`src/rtl/cpu7_exu_wb_arb_pkg.sv`:
```
// cpu7_exu_wb_arb_pkg: shared constants and helpers for the integer writeback arbiter
package cpu7_exu_wb_arb_pkg;
  localparam int WB_GRLEN = 64;
  localparam int WB_STARVE_MAX_DEF = 4;
  localparam logic [4:0] REG_ZERO = 5'd0;
  function automatic logic [31:0] reg_mask(input logic [4:0] r);
    return (r == REG_ZERO) ? 32'd0 : 32'd1 << r;
  endfunction
endpackage

```
`src/rtl/cpu7_exu_wb_sb.sv`:
```
// cpu7_exu_wb_sb: pending-load scoreboard with RAW/WAW hazard lookup for decode
module cpu7_exu_wb_sb
  import cpu7_exu_wb_arb_pkg::*;
(
  input  logic        clk,
  input  logic        reset,
  input  logic        set_en,
  input  logic [4:0]  set_rd,
  input  logic        clr_en,
  input  logic [4:0]  clr_rd,
  input  logic [4:0]  rs1,
  input  logic [4:0]  rs2,
  input  logic [4:0]  rd,
  input  logic        rd_wen,
  output logic        hazard,
  output logic [31:0] pend
);
  // set is OR-ed after the clear so a same-cycle reissue keeps the bit owned
  always_ff @(posedge clk)
    if (reset) pend <= 32'd0;
    else pend <= (pend & ~(clr_en ? reg_mask(clr_rd) : 32'd0)) | (set_en ? reg_mask(set_rd) : 32'd0);
  assign hazard = pend[rs1] | pend[rs2] | (rd_wen & pend[rd]);
endmodule

```
`src/rtl/cpu7_exu_wb_arb.sv`:
```
// cpu7_exu_wb_arb: irf write-port arbiter (ALU over LSU), load scoreboard, starvation stall.
// Optional perf counters enabled by defining CPU7_WB_ARB_PERF_EN.
module cpu7_exu_wb_arb
  import cpu7_exu_wb_arb_pkg::*;
#(
  parameter int DW = WB_GRLEN,
  parameter int STARVE_MAX = WB_STARVE_MAX_DEF
) (
  input  logic          clk,
  input  logic          reset,
  input  logic          ecl_wb_wen_w,
  input  logic [4:0]    ecl_wb_rd_w,
  input  logic [DW-1:0] ecl_wb_data_w,
  input  logic          lsu_wb_valid,
  input  logic [4:0]    lsu_wb_rd,
  input  logic [DW-1:0] lsu_wb_data,
  output logic          wb_lsu_ready,
  input  logic          lsu_issue_valid_d,
  input  logic [4:0]    lsu_issue_rd_d,
  input  logic [4:0]    ifu_rs1_d,
  input  logic [4:0]    ifu_rs2_d,
  input  logic [4:0]    ifu_rd_d,
  input  logic          ifu_rf_wen_d,
  output logic          wb_ifu_stall_d,
  output logic          wb_irf_wen,
  output logic [4:0]    wb_irf_rd,
  output logic [DW-1:0] wb_irf_data
`ifdef CPU7_WB_ARB_PERF_EN
  ,
  output logic [31:0]   wb_perf_lsu_wait,
  output logic [31:0]   wb_perf_stall
`endif
);
  localparam logic [3:0] SMAX = 4'(STARVE_MAX);
  logic alu_sel, lsu_acc, lsu_wr, lsu_wait, hazard, starve;
  logic [3:0] starve_cnt, starve_nxt;
  logic [31:0] pend;
  assign alu_sel = ecl_wb_wen_w & (ecl_wb_rd_w != REG_ZERO);
  assign wb_lsu_ready = !reset & !alu_sel;
  assign lsu_acc = lsu_wb_valid & wb_lsu_ready;
  assign lsu_wr = lsu_acc & (lsu_wb_rd != REG_ZERO);
  assign lsu_wait = lsu_wb_valid & !wb_lsu_ready;
  assign starve_nxt = !lsu_wait ? 4'd0 : (starve_cnt == SMAX) ? SMAX : starve_cnt + 4'd1;
  assign starve = lsu_wait & (starve_nxt == SMAX);
  assign wb_ifu_stall_d = !reset & (hazard | starve);
  cpu7_exu_wb_sb u_sb (
    .clk    (clk),
    .reset  (reset),
    .set_en (lsu_issue_valid_d),
    .set_rd (lsu_issue_rd_d),
    .clr_en (lsu_acc),
    .clr_rd (lsu_wb_rd),
    .rs1    (ifu_rs1_d),
    .rs2    (ifu_rs2_d),
    .rd     (ifu_rd_d),
    .rd_wen (ifu_rf_wen_d),
    .hazard (hazard),
    .pend   (pend)
  );
  always_ff @(posedge clk)
    if (reset) begin
      wb_irf_wen <= 1'b0;
      wb_irf_rd <= REG_ZERO;
      wb_irf_data <= '0;
      starve_cnt <= 4'd0;
    end else begin
      wb_irf_wen <= alu_sel | lsu_wr;
      wb_irf_rd <= alu_sel ? ecl_wb_rd_w : lsu_wr ? lsu_wb_rd : REG_ZERO;
      wb_irf_data <= alu_sel ? ecl_wb_data_w : lsu_wr ? lsu_wb_data : '0;
      starve_cnt <= starve_nxt;
    end
`ifdef CPU7_WB_ARB_PERF_EN
  always_ff @(posedge clk)
    if (reset) begin
      wb_perf_lsu_wait <= 32'd0;
      wb_perf_stall <= 32'd0;
    end else begin
      wb_perf_lsu_wait <= wb_perf_lsu_wait + {31'd0, lsu_wait};
      wb_perf_stall <= wb_perf_stall + {31'd0, wb_ifu_stall_d};
    end
`endif
  // the ALU must never write a register still owned by an outstanding load
  ast_alu_vs_pend: assert property (@(posedge clk) disable iff (reset) !(alu_sel && pend[ecl_wb_rd_w]));
endmodule

```
`config.mk`:
```
export PLATFORM = sky130hd
export DESIGN_NAME = cpu7_exu_wb_arb
export DESIGN_NICKNAME = d
export VERILOG_FILES = /design/src/rtl/cpu7_exu_wb_arb_pkg.sv /design/src/rtl/cpu7_exu_wb_sb.sv /design/src/rtl/cpu7_exu_wb_arb.sv
export SDC_FILE = /design/constraint.sdc
export NUM_CORES = 1
export LEC_CHECK = 0
export ABC_AREA = 1
export CORE_MARGIN = 10
export CORE_UTILIZATION = 50
export DETAILED_ROUTE_END_ITERATION = 10
export DONT_BUFFER_PORTS = 1
export PLACE_DENSITY = 0.73
export SYNTH_ARGS = -nofsm -noshare
export SYNTH_HDL_FRONTEND = slang
export SYNTH_SLANG_ARGS = --single-unit
```
`constraint.sdc`:
```
create_clock -name clk -period 1.7 [get_ports clk]
set_input_delay 0.17 -clock clk [delete_from_list [all_inputs] [get_ports clk]]
set_output_delay 0.17 -clock clk [all_outputs]
set_load 0.01 [all_outputs]
```
==> flow_metrics.env <==
export IMPL_fill_cells=775
export IMPL_nNetsFinal=969
export IMPL_syn_nets=869
export IMPL_grt_pass1_wl_um=33100
export IMPL_worst_clock_skew_ns=0.0133
export IMPL_final_core_util=0.681
export IMPL_relSlewSlack=0.495
export IMPL_met3WireLength_um=2670
export IMPL_wl_um=22600
export IMPL_dpl_hpwl_um=14000
export IMPL_p_int_uw=3610
export IMPL_final_common_cell="nand2_1"
export IMPL_yosysSeqAreaShare=0.422
export IMPL_ys_ff_latch=106
export IMPL_reg2reg_slack_ns=0.42
export IMPL_dpl_cell_area_mm2=0.00504
export IMPL_antenna_found_initial=5
export IMPL_synth_top_area_frac=0.422
export IMPL_pin_count=236
export IMPL_critical_path_class="reg2out"
export IMPL_vias_per_cell=6.00
export IMPL_cap_viol_max_count=0
export IMPL_cp_arrival_ns=1.82
export IMPL_ys_warn_count=0
export IMPL_powerDensity_mw_per_mm2=764
export IMPL_io_buffers=0
export IMPL_die_y_um=120
export IMPL_finalHoldViolCount=15
export IMPL_dp_cells=798
export IMPL_wl_met1_um=7740
export IMPL_wl_met2_um=11000
export IMPL_hold_class="in2reg"
export IMPL_tightestPinTransition_ns=0.756
export IMPL_drive_gt1_frac=0.0829
export IMPL_gr_total_overflow=0
export IMPL_postSynthAreaPerCell_um2=7.15
export IMPL_drtIter0Drc=668
export IMPL_ctsHtreeMaxLevel=3
export IMPL_p_leak_uw=0.00269
export IMPL_violations="negative hold slack, negative setup slack"
export IMPL_initial_core_util=0.515
export IMPL_drt_pass1_iter_count=8
export IMPL_status="complete, but fails checks"
export IMPL_grt_max_degree=76
export IMPL_setup_worst_path_end_class="primary output"
export IMPL_synthFlopType="dfxtp_1"
export IMPL_yosysUniqueCellTypes=29
export IMPL_vias=5676
export IMPL_maxUsedRoutingLayer="met4"
export IMPL_dieArea_mm2=0.0145
export IMPL_rsz0062_at_grt="yes"
export IMPL_gp_congestion=0.893
export IMPL_setup_viol=1
export IMPL_cts_buffers=9
export IMPL_fin_area_mm2=0.00666
export IMPL_synthCells=703
export IMPL_coreArea_mm2=0.00977
export IMPL_p_sw_frac=0.290
export IMPL_ant_nets=0
export IMPL_clock_sinks=106
export IMPL_syn_area_mm2=0.00503
export IMPL_drc=0
export IMPL_row_count=36
export IMPL_critPathMaxFanout=3
export IMPL_groute_usage_overall=0.293
export IMPL_power_frac_seq=0.539
export IMPL_pwr_share_comb=0.162
export IMPL_finalMaxSlewViolations=0
export IMPL_fp_dieW_um=120
export IMPL_fin_cells=946
export IMPL_synth_edff_count=0
export IMPL_max_freq_mhz=502
export IMPL_async_flop_share=0
export IMPL_fin_hold_ws_ns=-0.0496
export IMPL_p_clk_frac=0.299
export IMPL_fin_crit_sh=1.17
export IMPL_clk_latency_ns=0.38
export IMPL_p_switching_uw=1480
export IMPL_layout_common_cells="155 x nand2_1, 116 x dlygate4sd3_1, 103 x dfxtp_1"
export IMPL_layout_setup_ws_ns=-0.291
export IMPL_clk_pin_slew_worst_paths_ns=0.11
export IMPL_cts_root_buffer="clkbuf_8"
export IMPL_start_kind="flip-flop"
export IMPL_grt_pass1_vias=5676
export IMPL_vdd_drop_max_uv=561
export IMPL_synthTopCellsByArea="dfxtp_1 42%, nand2_1 12%, nand3_1 8.1%"
export IMPL_cts_tree="done"
export IMPL_clockBufferDepth=2
export IMPL_wl_per_cell_um=23.9
export IMPL_synth_top_area_cell="dfxtp_1"
export IMPL_syn_to_final_growth_pct=32.4
export IMPL_critPathRequiredTime_ns=1.53
export IMPL_fin_crit_ns=1.99
[cell usage after synthesis, types with 2 or more instances]
cell type / instances
a21oi_1: 38
a22o_1: 21
a22oi_1: 46
buf_1: 4
buf_2: 18
buf_4: 5
buf_8: 2
clkbuf_1: 17
dfxtp_1: 106
ha_1: 2
inv_1: 48
inv_2: 4
nand2_1: 157
nand2_2: 5
nand3_1: 81
nand4_1: 7
nor2_1: 80
nor4_1: 9
o21ai_0: 34
o31ai_1: 9
or2_2: 2
[worst max-delay path, cell delays in order (launching register included)]
cell and delay (ns):
dfxtp_2 0.36, ha_2 0.20, or2_4 0.24, nand3_2 0.08, nand3_2 0.10, nor3_4 0.19, a21oi_2 0.05, nand3_1 0.09
nand2_1 0.07, inv_2 0.08
[power by group through the flow]
stage | clock (uW) | combinational, uW | sequential [uW]
floorplan | 0 | 447 | 2750
global placement | 0 | 437 | 2790
detailed placement | 0 | 453 | 2790
CTS | 1510 | 803 | 2740
global route | 1620 | 913 | 2750
finish | 1520 | 826 | 2740
[final timing paths]
| kind | start | end | cells after the start |
|---|---|---|---|
| max | starve_cnt[0]$_SDFF_PP0_ | wb_ifu_stall_d | 9 |
| min | ecl_wb_data_w[2] | wb_irf_data[2]$_SDFF_PP0_ | 2 |
| max reg2reg | u_sb.pend[22]$_SDFF_PP0_ | u_sb.pend[22]$_SDFF_PP0_ | 3 |
| min reg2reg | u_sb.pend[0]$_SDFF_PP0_ | u_sb.pend[0]$_SDFF_PP0_ | 2 |
[state kept, by name (all words and copies together) (netlist names)]
signal       count
starve_cnt       4
u_sb.pend       32
wb_irf_rd        5
wb_irf_data     64
wb_irf_wen       1
[cell families after synthesis]
| group | after synthesis | share of synthesized area |
|---|---|---|
| AOI/OAI and AO/OA | 150 | 0.193 |
| buffers and inverters | 100 | 0.0888 |
| DFF | 106 | 0.422 |
| adders and majority gates | 2 | 0.00497 |
| and+or+nand+nor | 345 | 0.292 |
[what timing repair did]
item	in CTS	in global routing
hold endpoints to repair	105	9
hold buffers	146	9
cloned	0	4
setup buffers	0	6
pin swaps	4	10
setup endpoints to repair	1	55
resized for setup	11	16
[area by class of cell]
cell class                      count  area [um^2]  area share
Multi-Input combinational cell    497         2550       0.383
Sequential cell                   106         2130       0.319
Timing Repair Buffer              136         1420       0.213
Inverter                           53          199      0.0299
Tap cell                          133          166      0.0250
Clock buffer                       10          138      0.0207
Clock inverter                      6         50.0     0.00752
Antenna cell                        5         12.5     0.00188
[through the flow]
| stage | power, uW | setup WS (ns) | TNS (ns) | hold slack, ns |
|---|---|---|---|---|
| 3_5_place_dp | 3240 | -0.0546 | -0.0546 | 0.254 |
| 4_1_cts | 5050 | -0.242 | -0.242 | 0.000688 |
| 6_report | 5090 | -0.291 | -0.291 | -0.0496 |
| 3_3_place_gp | 3230 | 0.0823 | 0 | 0.252 |
| 2_1_floorplan | 3190 | 0.164 | 0 | 0.289 |
| 5_1_grt | 5280 | -0.409 | -0.469 | 0.00550 |
[metal layers]
layer / vias to the layer above / global-route usage
li1: 2573 / -
met1: 2600 / 0.322
met2: 421 / 0.502
met3: 82 / 0.0931
met4: 0 / 0.141
met5: - / 0
(Power assumes the default switching activity.)
